## src/rtl/lp_piped_int_div_mgr.sv

```systemverilog
// Pipelined restoring integer divider. Results leave through an arrive/accept_n handshake.
// Stalled slots hold their contents, and empty slots pull work forward to close bubbles.
module lp_piped_int_div_mgr #(
    parameter  int WIDTH    = 16,
    parameter  int STAGES   = 4,
    parameter  int ID_WIDTH = 8,
    parameter  int TC_MODE  = 0,
    localparam int CW       = $clog2(STAGES + 1)
) (
    input  logic                clk,
    input  logic                rst,
    input  logic [WIDTH-1:0]    a,
    input  logic [WIDTH-1:0]    b,
    input  logic                launch,
    input  logic [ID_WIDTH-1:0] launch_id,
    input  logic                ovf_clr,
    input  logic                accept_n,
    output logic [WIDTH-1:0]    quotient,
    output logic [WIDTH-1:0]    remainder,
    output logic [1:0]          status,
    output logic                arrive,
    output logic [ID_WIDTH-1:0] arrive_id,
    output logic                push_out_n,
    output logic                pipe_full,
    output logic                pipe_ovf,
    output logic [CW-1:0]       pipe_census
);

    localparam int BPS = WIDTH / STAGES;
    localparam logic [WIDTH-1:0] MIN_NEG = {1'b1, {(WIDTH-1){1'b0}}};

    // qd starts as the dividend magnitude; dividend bits shift out of the top
    // while quotient bits shift in at the bottom.
    typedef struct packed {
        logic                valid;
        logic [ID_WIDTH-1:0] id;
        logic [WIDTH-1:0]    rem;
        logic [WIDTH-1:0]    qd;
        logic [WIDTH-1:0]    dv;
        logic                neg_q;
        logic                neg_r;
        logic                dbz;
        logic                sovf;
    } slot_t;

    slot_t          slot_q [STAGES];
    slot_t          slot_d [STAGES];
    slot_t          src    [STAGES];
    slot_t          entry;
    slot_t          last;
    logic [STAGES-1:0] go;
    logic           consume;
    logic           go_n;
    logic           a_neg;
    logic           b_neg;
    logic           ovf_q, ovf_d;
    logic [CW-1:0]  census_q, census_d;

    function automatic slot_t step_slot(input slot_t s);
        slot_t      r;
        logic [WIDTH:0] sh;
        logic       fits;
        r = s;
        for (int i = 0; i < BPS; i++) begin
            sh   = {r.rem, r.qd[WIDTH-1]};
            fits = (sh >= {1'b0, r.dv});
            r.rem = fits ? (sh[WIDTH-1:0] - r.dv) : sh[WIDTH-1:0];
            r.qd  = {r.qd[WIDTH-2:0], fits};
        end
        return r;
    endfunction

    // With a zero divisor the raw dividend goes in unsigned. The restoring loop
    // then leaves all-ones in the quotient and the dividend in the remainder.
    always_comb begin
        a_neg       = (TC_MODE != 0) && a[WIDTH-1];
        b_neg       = (TC_MODE != 0) && b[WIDTH-1];
        entry       = '0;
        entry.valid = launch;
        entry.id    = launch_id;
        entry.dbz   = (b == '0);
        entry.sovf  = (TC_MODE != 0) && (a == MIN_NEG) && (b == '1);
        entry.neg_q = !entry.dbz && (a_neg ^ b_neg);
        entry.neg_r = !entry.dbz && a_neg;
        entry.qd    = (a_neg && !entry.dbz) ? -a : a;
        entry.dv    = b_neg ? -b : b;
        entry.rem   = '0;
    end

    assign last    = slot_q[STAGES-1];
    assign consume = last.valid & ~accept_n;

    // go[k]: slot k may take its upstream content this cycle.
    always_comb begin
        go   = '0;
        go_n = consume;
        for (int k = STAGES - 1; k >= 0; k--) begin
            go[k] = ~slot_q[k].valid | go_n;
            go_n  = go[k];
        end
    end

    always_comb begin
        src[0] = entry;
        for (int k = 1; k < STAGES; k++) begin
            src[k] = slot_q[k-1];
        end
        census_d = '0;
        for (int k = 0; k < STAGES; k++) begin
            slot_d[k] = go[k] ? step_slot(src[k]) : slot_q[k];
            census_d  = census_d + CW'(slot_d[k].valid);
        end
        ovf_d = ovf_q;
        if (launch && !go[0]) begin
            ovf_d = 1'b1;
        end else if (ovf_clr) begin
            ovf_d = 1'b0;
        end
    end

    always_ff @(posedge clk) begin
        if (rst) begin
            for (int k = 0; k < STAGES; k++) begin
                slot_q[k] <= '0;
            end
            ovf_q    <= 1'b0;
            census_q <= '0;
        end else begin
            for (int k = 0; k < STAGES; k++) begin
                slot_q[k] <= slot_d[k];
            end
            ovf_q    <= ovf_d;
            census_q <= census_d;
        end
    end

    assign arrive      = last.valid;
    assign arrive_id   = last.valid ? last.id : '0;
    assign quotient    = last.valid ? (last.neg_q ? -last.qd : last.qd) : '0;
    assign remainder   = last.valid ? (last.neg_r ? -last.rem : last.rem) : '0;
    assign status      = last.valid ? {last.sovf, last.dbz} : 2'b00;
    assign push_out_n  = ~consume;
    assign pipe_full   = ~go[0];
    assign pipe_ovf    = ovf_q;
    assign pipe_census = census_q;

endmodule

```

## config.mk

```make
export PLATFORM = sky130hd
export DESIGN_NAME = lp_piped_int_div_mgr
export DESIGN_NICKNAME = d
export VERILOG_FILES = /design/src/rtl/lp_piped_int_div_mgr.sv
export SDC_FILE = /design/constraint.sdc
export NUM_CORES = 1
export LEC_CHECK = 0
export BUFFER_PORTS_ARGS = -buffer_cell sky130_fd_sc_hd__buf_2
export CAP_MARGIN = 30
export CORE_ASPECT_RATIO = 0.7
export CORE_MARGIN = 1.5
export CORE_UTILIZATION = 52
export CTS_CLUSTER_DIAMETER = 80
export DETAILED_ROUTE_END_ITERATION = 8
export PLACE_DENSITY = 0.69
export RECOVER_POWER = 50
export SETUP_SLACK_MARGIN = 0.4
export SYNTH_ARGS = -nofsm -noshare
export SYNTH_HDL_FRONTEND = slang
export SYNTH_SLANG_ARGS = --single-unit
```

## constraint.sdc

```tcl
create_clock -name clk -period 15.1 [get_ports clk]
set_clock_uncertainty 0.05 [all_clocks]
set_input_delay 2.265 -clock clk [delete_from_list [all_inputs] [get_ports clk]]
set_output_delay 2.265 -clock clk [all_outputs]
set_load 0.05 [all_outputs]
```

==> summary.md, run 1 <==
| Metric | Value |
|---|---|
| Antenna cells | 0 |
| Largest net degree at the start of global routing | 94 |
| CP arrival | 12620 ps |
| Final setup vio count | 0 |
| Setup ws final | 2870 ps |
| Post-route minimum period | 12230 ps |
| Vias in the first global route | 19920 |
| Slowest-stage cell, CP | o21ai_0 |
| Worst EP required | 15490 ps |
| Number of flops mapped to enable cells by yosys | 0 |
| R2R Path End | slot_q[1][38]$_SDFFE_PP0N_ |
| Syn Nets | 3154 |
| Area grow syn2layout | 7.62% |
| CTS tree | yes |
| Slew margin rel. | -179% |
| Clock tree buffer depth | 3 |
| Worst-Skew Late Latency | 560 ps |
| MaxCap Viol Count | 6 |
| Die area | 43000 um2 |
| Core Rows | 62 |
| Worst r2r path cells | 42 |
| WL/cell | 19.3 um |
| Post-layout util | 56.9% |
| Core area | 41100 um2 |
| Crit Path Category | register to register |
| Peak Freq | 0.0817 GHz |
| Worst-Margin Slew | 4190 ps |
| Post-DP Area | 22600 um2 |
| Slew Limit Fails | 362 |
| Post-CTS Resized | 0 |
| DRC violations left | 0 |
| Avg Inst Size Synth | 7.63 um2 |
| Most used DFF post-synth | dfxtp_1 |
| Via Count | 21064 |
| CTS Sinks | 220 |
| Clock root buffer | clkbuf_16 |
| RD Place Congestion | 0.953 |
| Postcts setup bufs | 0 |
| WHS Path Cells | 2 |
| Reg2reg start | slot_q[0][5]$_SDFFE_PP0N_ |
| FFs w/ async S/R, synth | 0% |
| Pre-CTS WS | 2330 ps |
| Inserted Clock Buffers | 24 |
| R2R setup slack | 2870 ps |
| Crit-path max cell delay | 580 ps |
| Failing checks | capacitance limit, slew limit |
| Hold crit path type | register to register |
| Share of layout cells above drive strength 1 | 9.83% |
| RSZ-0062 raised after global routing | no |
| Seq cells post-synth | 220 |
| Final Cell Area | 23400 um2 |
| Final Hold Viols | 0 |
| Ratio of final minimum period to clock period | 81.0% |
| Starting density of the core | 52.8% |
| Crit path max fanout | 20 |
| Startpoint Class | register |
| Outcome | finished with violations |
| Initial antenna violation count | 0 |
| Distinct cells, synth | 86 |
| Initial DRC count | 2055 |
| Die Wd | 247 um |
| Ports | 94 |
| Fin nets | 3187 |
| Via density | 6.12 |
| Routed Antenna Nets | 0 |
| Port buffer count | 92 |
| Cell Area, Synth | 21700 um2 |
| Setup tns final | 0 ps |
| Synth Warn # | 0 |
| End of the worst hold path | slot_q[3][1]$_SDFFE_PP0N_ |
| Hold Crit Start | slot_q[3][1]$_SDFFE_PP0N_ |
| Final WL | 66300 um |
| Syn Inst Count | 2849 |
| Die span in y | 174 um |
| CP endpoint kind | register |
| H-tree depth | 1 |
| Post-DP HPWL | 51400 um |
| Hold-fix buffers, CTS | 0 |
| First-pass GRT wire length | 106000 um |
| Drt first pass iters | 6 |
| Overall Global Routing Usage | 30.5% |
| Clock Pin Slew Worst Setup and Hold Paths | 60 ps |
| Global route total overflow | 0 |
| Post-synthesis sequential area ratio | 20.3% |
placed cells by master (no fill, tap or decap), types with 16 or more instances in the layout:
cell type / n
a31oi_1: 20
fa_1: 16
nor2_1: 204
dfxtp_1: 220
nand4_1: 36
mux2i_1: 54
a21oi_1: 284
and3_1: 18
nand2_1: 417
o211ai_1: 17
a21o_1: 71
xor2_1: 49
o21ai_0: 116
xnor2_1: 114
nand2b_1: 19
inv_1: 166
and2_1: 50
or3_1: 20
nor2b_1: 47
o21a_1: 36
mux2_2: 105
clkbuf_16: 24
buf_2: 86
o21bai_1: 22
ha_1: 244
o31ai_1: 16
nor3_1: 61
nand3_1: 37
nor4_1: 17
a211oi_1: 57
area by class of cell:
type | instances | area (um2)
Inverter | 166 | 623
Fill cell | 3906 | 17700
Timing Repair Buffer | 111 | 601
Tap cell | 544 | 681
Clock inverter | 13 | 118
Multi-Input combinational cell | 2359 | 16300
Sequential cell | 220 | 4400
Clock buffer | 31 | 667
cells by family after synthesis:
kind of cell             synth area share [%]
buffers and inverters                    4.81
flip-flops                               20.3
other                                  0.0173
XOR/XNOR                                 6.57
adder cells (fa/ha/maj)                  15.5
multiplexers                             8.41
AO/OA/AOI/OAI                            23.3
AND/OR/NAND/NOR                          21.1
cells in the mapped netlist (all sizes together), types with 61 or more instances:
master	instances	area share [%]
nor2	204	3.5
a21o	71	2.5
inv	166	2.9
ha	244	14
nand2	420	7.3
clkbuf	79	1.4
o21ai	117	2.7
nor3	61	1.4
xnor2	114	4.6
a21oi	284	6.5
mux2	112	5.9
dfxtp	220	20
worst max-delay path, delay by kind of cell, from the launching register on:
family,cells,cell delay (ps)
AO/OA/AOI/OAI,25,7120
adder cells (fa/ha/maj),4,1370
buffers and inverters,4,900
flip-flops,1,500
multiplexers,2,740
AND/OR/NAND/NOR,7,1390
how the worst max path moves through the flow:
stage | end | slack, ps | from | cells after the start
after global placement | slot_q[0][45]$_SDFFE_PP0N_ | 2710 | b[1] | 38
after detailed placement | slot_q[0][49]$_SDFFE_PP0N_ | 2330 | b[1] | 38
after CTS | slot_q[0][49]$_SDFFE_PP0N_ | 2870 | b[1] | 38
after floorplan | slot_q[0][43]$_SDFFE_PP0N_ | 4670 | a[15] | 42
after global routing | slot_q[3][45]$_SDFFE_PP0N_ | 1930 | slot_q[2][5]$_SDFFE_PP0N_ | 39
final | slot_q[1][38]$_SDFFE_PP0N_ | 2870 | slot_q[0][5]$_SDFFE_PP0N_ | 42
state kept, by name, indices dropped and copies added (netlist names):
register and cells:
slot_q 216, pipe_census 3, pipe_ovf 1
stage by stage:
| stage | std cells | hold slack, ps |
|---|---|---|
| after floorplan | 2849 | 377 |
| after global placement | 3397 | 385 |
| after detailed placement | 3398 | 392 |
| after CTS | 3442 | 401 |
| after global routing | 3444 | 417 |
| final | 3444 | 400 |
per-layer routing:
layer	track usage, %	wire, um	up-vias
met1	46.3	33000	10013
met2	44.7	27300	682
met4	6.57	1320	0
met5	0	0	-
met3	4.55	4780	80
li1	-	-	10289
Power of run 1 is not shown: default switching activity piles up to over one toggle a cycle in this logic, so the estimate is an artifact.
==> inputs of run 2 (changes only) <==
PLACE_DENSITY = 0.72   (was 0.69)
clock period = 10.2 ns   (was 15.1 ns; I/O delays follow)
==> summary.md, run 2 (same netlist as run 1, synthesis figures left out) <==
| Metric | Value |
|---|---|
| First-pass GRT wire length | 109000 um (was 106000 um) |
| RSZ-0062 raised after global routing | no (unchanged) |
| Clock root buffer | clkbuf_16 (unchanged) |
| Crit-path max cell delay | 500 ps (was 580 ps) |
| H-tree depth | 1 (unchanged) |
| Area grow syn2layout | 17.0% (was 7.62%) |
| Fin nets | 3339 (was 3187) |
| Startpoint Class | register (unchanged) |
| Routed Antenna Nets | 0 (unchanged) |
| Crit Path Category | register to register (unchanged) |
| WP buf/inv | 7 (was 4) |
| R2R setup slack | 620 ps (was 2870 ps) |
| Final WL | 70700 um (was 66300 um) |
| CTS tree | yes (unchanged) |
| Vias in the first global route | 20364 (was 19920) |
| CP endpoint kind | register (unchanged) |
| Post-DP HPWL | 54000 um (was 51400 um) |
| Largest reg by FF count | slot_q (unchanged) |
| Final setup vio count | 0 (unchanged) |
| Global route total overflow | 0 (unchanged) |
| Largest net degree at the start of global routing | 104 (was 94) |
| Peak Freq | 0.104 GHz (was 0.0817 GHz) |
| Final Cell Area | 25400 um2 (was 23400 um2) |
| Crit path max fanout | 18 (was 20) |
| Share of layout cells above drive strength 1 | 18.3% (was 9.83%) |
| Largest register FFs | 216 (unchanged) |
| MaxCap Viol Count | 9 (was 6) |
| Ratio of final minimum period to clock period | 93.9% (was 81.0%) |
| Cell family with most CP delay | compound AO/OA/AOI/OAI gates (unchanged) |
| Inserted Clock Buffers | 25 (was 24) |
| Post-layout util | 61.8% (was 56.9%) |
| Slew Limit Fails | 528 (was 362) |
| Die span in y | 174 um (unchanged) |
| Ports | 94 (unchanged) |
| Post-route minimum period | 9580 ps (was 12230 ps) |
| Post-DP Area | 23600 um2 (was 22600 um2) |
| Worst EP required | 10470 ps (was 15490 ps) |
| Via density | 6.14 (was 6.12) |
| CP arrival | 9850 ps (was 12620 ps) |
| Port buffer count | 92 (unchanged) |
| Slew margin rel. | -217% (was -179%) |
| Core Rows | 62 (unchanged) |
| Worst-Margin Slew | 4760 ps (was 4190 ps) |
| Hold-fix buffers, CTS | 0 (unchanged) |
| Outcome | finished with violations (unchanged) |
| Antenna cells | 0 (unchanged) |
| Clock tree buffer depth | 3 (unchanged) |
| Initial antenna violation count | 0 (unchanged) |
| Overall Global Routing Usage | 31.5% (was 30.5%) |
| Most frequent cells in the layout | 414 x nand2_1, 264 x a21oi_1, 212 x dfxtp_1, 211 x ha_1, 202 x nor2_1 (was 417 x nand2_1, 284 x a21oi_1, 244 x ha_1, 220 x dfxtp_1, 204 x nor2_1) |
| Die Wd | 247 um (unchanged) |
| Final Hold Viols | 0 (unchanged) |
| Clock Pin Slew Worst Setup and Hold Paths | 60 ps (about the same) |
| Failing checks | capacitance limit, slew limit (unchanged) |
| Initial DRC count | 1931 (was 2055) |
| Die area | 43000 um2 (unchanged) |
| Hold crit path type | register to register (unchanged) |
| Slowest-stage cell, CP | o41ai_2 (was o21ai_0) |
| RD Place Congestion | 0.968 (was 0.953) |
| WL/cell | 19.7 um (was 19.3 um) |
| Core area | 41100 um2 (unchanged) |
| Drt first pass iters | 6 (unchanged) |
| Via Count | 22074 (was 21064) |
| CTS Sinks | 220 (unchanged) |
| Worst-Skew Late Latency | 570 ps (was 560 ps) |
| Starting density of the core | 52.8% (unchanged) |
| DRC violations left | 0 (unchanged) |
| Most common cell after layout, fill and taps aside | nand2_1 (unchanged) |
## run 2: changes by cell type in the layout (fill, tap and decap cells not counted), moves of 13 or more
cell	previous run	this run
a21oi_1	284	264
inv_1	166	153
buf_4	11	154
o21ai_0	116	95
a21oi_2	0	18
o21ai_1	1	15
ha_1	244	211
ha_4	0	21
## run 2: worst paths after layout
path                                                  from                    endpoint  cells past startpoint
worst max-delay path            slot_q[1][13]$_SDFFE_PP0N_  slot_q[2][51]$_SDFFE_PP0N_                     39
worst min-delay path            slot_q[0][59]$_SDFFE_PP0N_  slot_q[1][59]$_SDFFE_PP0N_                      2
worst min register to register  slot_q[0][59]$_SDFFE_PP0N_  slot_q[1][59]$_SDFFE_PP0N_                      2
worst max register to register  slot_q[1][13]$_SDFFE_PP0N_  slot_q[2][51]$_SDFFE_PP0N_                     39
## run 2: routing by layer
| metal | vias to the layer above | wire length (um) | track usage (%) |
|---|---|---|---|
| met4 | 0 | 1830 | 8.84 |
| met5 | - | 0 | 0 |
| met2 | 852 | 29600 | 46.3 |
| li1 | 10626 | - | - |
| met3 | 104 | 5600 | 5.06 |
| met1 | 10492 | 33700 | 47.0 |
## run 2: timing repair
item	in CTS	in global routing
buffers inserted	2	23
pin swaps	1	23
endpoints found under the setup margin	50	68
gates resized for setup	26	162
cloned	0	2
## run 2: final cells by class
type / instances / area [um2]
clock inverters: 14 / 143
clock buffers: 32 / 692
inverters: 166 / 637
flip-flops and latches: 220 / 4420
fillers: 3657 / 15700
repair buffers: 262 / 1790
well taps: 544 / 681
multi-input cells: 2359 / 17100
## run 2: metrics by stage
step	instances	setup slack (ps)	TNS, ps	hold slack (ps)
after global placement	3524	-28.7	-113	386
after detailed placement	3524	-276	-1650	392
after floorplan	2849	427	0	377
after global routing	3597	127	0	414
final	3597	618	0	399
after CTS	3572	404	0	393
## run 2: worst register-to-register path: cells and delay by family, from the launching register on
family / cells / cell delay [ps]
buffers and inverters: 7 / 1300
flip-flops: 1 / 430
multiplexers: 4 / 1330
AO/OA/AOI/OAI: 15 / 3200
adder cells (fa/ha/maj): 4 / 1370
AND/OR/NAND/NOR: 9 / 1680
Power of run 2 is left out for the same reason.
==> inputs of run 3 (changes only) <==
CORE_MARGIN = unset   (was 1.5)
PLACE_DENSITY = unset   (was 0.72)
PLACE_DENSITY_LB_ADDON = 0.08   (was unset)
==> summary.md, run 3 (same netlist as run 1, synthesis figures left out) <==
| Metric | Value |
|---|---|
| Outcome | finished with violations (unchanged) |
| Failing checks | capacitance limit, slew limit (unchanged) |
| Crit path max fanout | 18 (unchanged) |
| CP endpoint kind | register (unchanged) |
| Largest reg by FF count | slot_q (unchanged) |
| WHS Path Cells | 2 (unchanged) |
| Hold crit path type | register to register (unchanged) |
| Core Rows | 62 (unchanged) |
| Fin nets | 3309 (was 3339) |
| Post-DP Area | 23300 um2 (was 23600 um2) |
| CTS Sinks | 220 (unchanged) |
| Die span in y | 173 um (was 174 um) |
| Largest register FFs | 216 (unchanged) |
| Slew Limit Fails | 423 (was 528) |
| Hold-fix buffers, CTS | 0 (unchanged) |
| Ports | 94 (unchanged) |
| Final WL | 70000 um (was 70700 um) |
| Worst-Margin Slew | 3900 ps (was 4760 ps) |
| Post-route minimum period | 9640 ps (was 9580 ps) |
| Most common cell after layout, fill and taps aside | nand2_1 (unchanged) |
| Final Cell Area | 25200 um2 (was 25400 um2) |
| Startpoint Class | register (unchanged) |
| RD Place Congestion | 0.987 (was 0.968) |
| Worst-Skew Late Latency | 550 ps (was 570 ps) |
| Via density | 6.07 (was 6.14) |
| Most frequent cells in the layout | 416 x nand2_1, 264 x a21oi_1, 219 x ha_1, 211 x dfxtp_1, 202 x nor2_1 (was 414 x nand2_1, 264 x a21oi_1, 212 x dfxtp_1, 211 x ha_1, 202 x nor2_1) |
| DRC violations left | 0 (unchanged) |
| Final setup vio count | 0 (unchanged) |
| Slowest-stage cell, CP | dfxtp_2 (was o41ai_2) |
| Die Wd | 246 um (was 247 um) |
| Worst EP required | 10380 ps (was 10470 ps) |
| MaxCap Viol Count | 7 (was 9) |
| Most frequent CP cell | buf_4 |
| Initial DRC count | 1547 (was 1931) |
| Via Count | 21642 (was 22074) |
| Pre-CTS WS | -170 ps (was -276 ps) |
| Inserted Clock Buffers | 26 (was 25) |
| Crit Path Category | register to register (unchanged) |
| Area grow syn2layout | 15.9% (was 17.0%) |
| Final Hold Slack | 401 ps (was 399 ps) |
| First-pass GRT wire length | 110000 um (was 109000 um) |
| CP arrival | 9820 ps (was 9850 ps) |
| Overall Global Routing Usage | 32.1% (was 31.5%) |
| Clock root buffer | clkbuf_16 (unchanged) |
| Critical path origin | slot_q[1][15]$_SDFFE_PP0N_ (was slot_q[1][13]$_SDFFE_PP0N_) |
| RSZ-0062 raised after global routing | yes (was no) |
| Peak Freq | 0.104 GHz (about the same) |
| Routed Antenna Nets | 0 (unchanged) |
| Worst r2r path cells | 47 (was 39) |
| Die area | 42600 um2 (was 43000 um2) |
| WL/cell | 19.6 um (was 19.7 um) |
| Reg2reg start | slot_q[1][15]$_SDFFE_PP0N_ (was slot_q[1][13]$_SDFFE_PP0N_) |
| Ratio of final minimum period to clock period | 94.5% (was 93.9%) |
| Slew margin rel. | -160% (was -217%) |
| Port buffer count | 92 (unchanged) |
| Clock Pin Slew Worst Setup and Hold Paths | 60 ps (about the same) |
| Largest net degree at the start of global routing | 77 (was 104) |
| Core area | 41100 um2 (unchanged) |
| Clock tree buffer depth | 3 (unchanged) |
| Global route total overflow | 0 (unchanged) |
| Starting density of the core | 52.8% (unchanged) |
| CTS tree | yes (unchanged) |
| Drt first pass iters | 5 (was 6) |
| Final Hold Viols | 0 (unchanged) |
| Post-DP HPWL | 53700 um (was 54000 um) |
| Initial antenna violation count | 0 (unchanged) |
| Hold Crit Start | slot_q[3][28]$_SDFFE_PP0N_ (was slot_q[0][59]$_SDFFE_PP0N_) |
| Vias in the first global route | 20177 (was 20364) |
| Share of layout cells above drive strength 1 | 16.5% (was 18.3%) |
| H-tree depth | 1 (unchanged) |
| Setup ws final | 560 ps (was 618 ps) |
| Antenna cells | 0 (unchanged) |
| Crit-path max cell delay | 370 ps (was 500 ps) |
-- run 3: path summary, 6_finish.rpt --
kind,endpoint,slack (ps)
worst max register to register,slot_q[2][44]$_SDFFE_PP0N_,560
worst max-delay path,slot_q[2][44]$_SDFFE_PP0N_,560
worst min-delay path,slot_q[3][28]$_SDFFE_PP0N_,400
worst min register to register,slot_q[3][28]$_SDFFE_PP0N_,400
-- run 3: area by class of cell --
class	count	area [um2]
Multi-Input combinational cell	2359	17000
Sequential cell	220	4420
Tap cell	544	681
Clock buffer	34	711
Clock inverter	12	204
Timing Repair Buffer	231	1590
Fill cell	3776	15900
Inverter	166	631
-- run 3: worst max-delay path: cells and delay by family, from the launching register on --
| kind | cells | cell delay (ps) |
|---|---|---|
| DFF | 1 | 370 |
| muxes | 3 | 750 |
| and+or+nand+nor | 8 | 1400 |
| AOI/OAI and AO/OA | 21 | 3750 |
| adders and majority gates | 4 | 1240 |
| buffers and inverters | 11 | 1720 |
-- run 3: repair_timing --
item                                    CTS  global route
pin swaps                                 6            18
cloned                                    0             2
endpoints found under the setup margin   51            68
buffers inserted                         13            20
resized for setup                        55           116
-- run 3: through the flow --
step           cells  setup TNS, ps  utilization (%)
5_1_grt         3566              0             61.3
3_3_place_gp    3485              0             56.8
4_1_cts         3544              0             59.8
2_1_floorplan   2849              0                -
6_report        3566              0             61.3
3_5_place_dp    3485           -796             56.8
-- run 3: routing by layer --
layer | wire length, um | track usage (%)
met5 | 0 | 0
met4 | 1330 | 5.92
met3 | 4890 | 4.55
met2 | 28200 | 46.2
met1 | 35600 | 50.1
Power of run 3 is left out for the same reason.
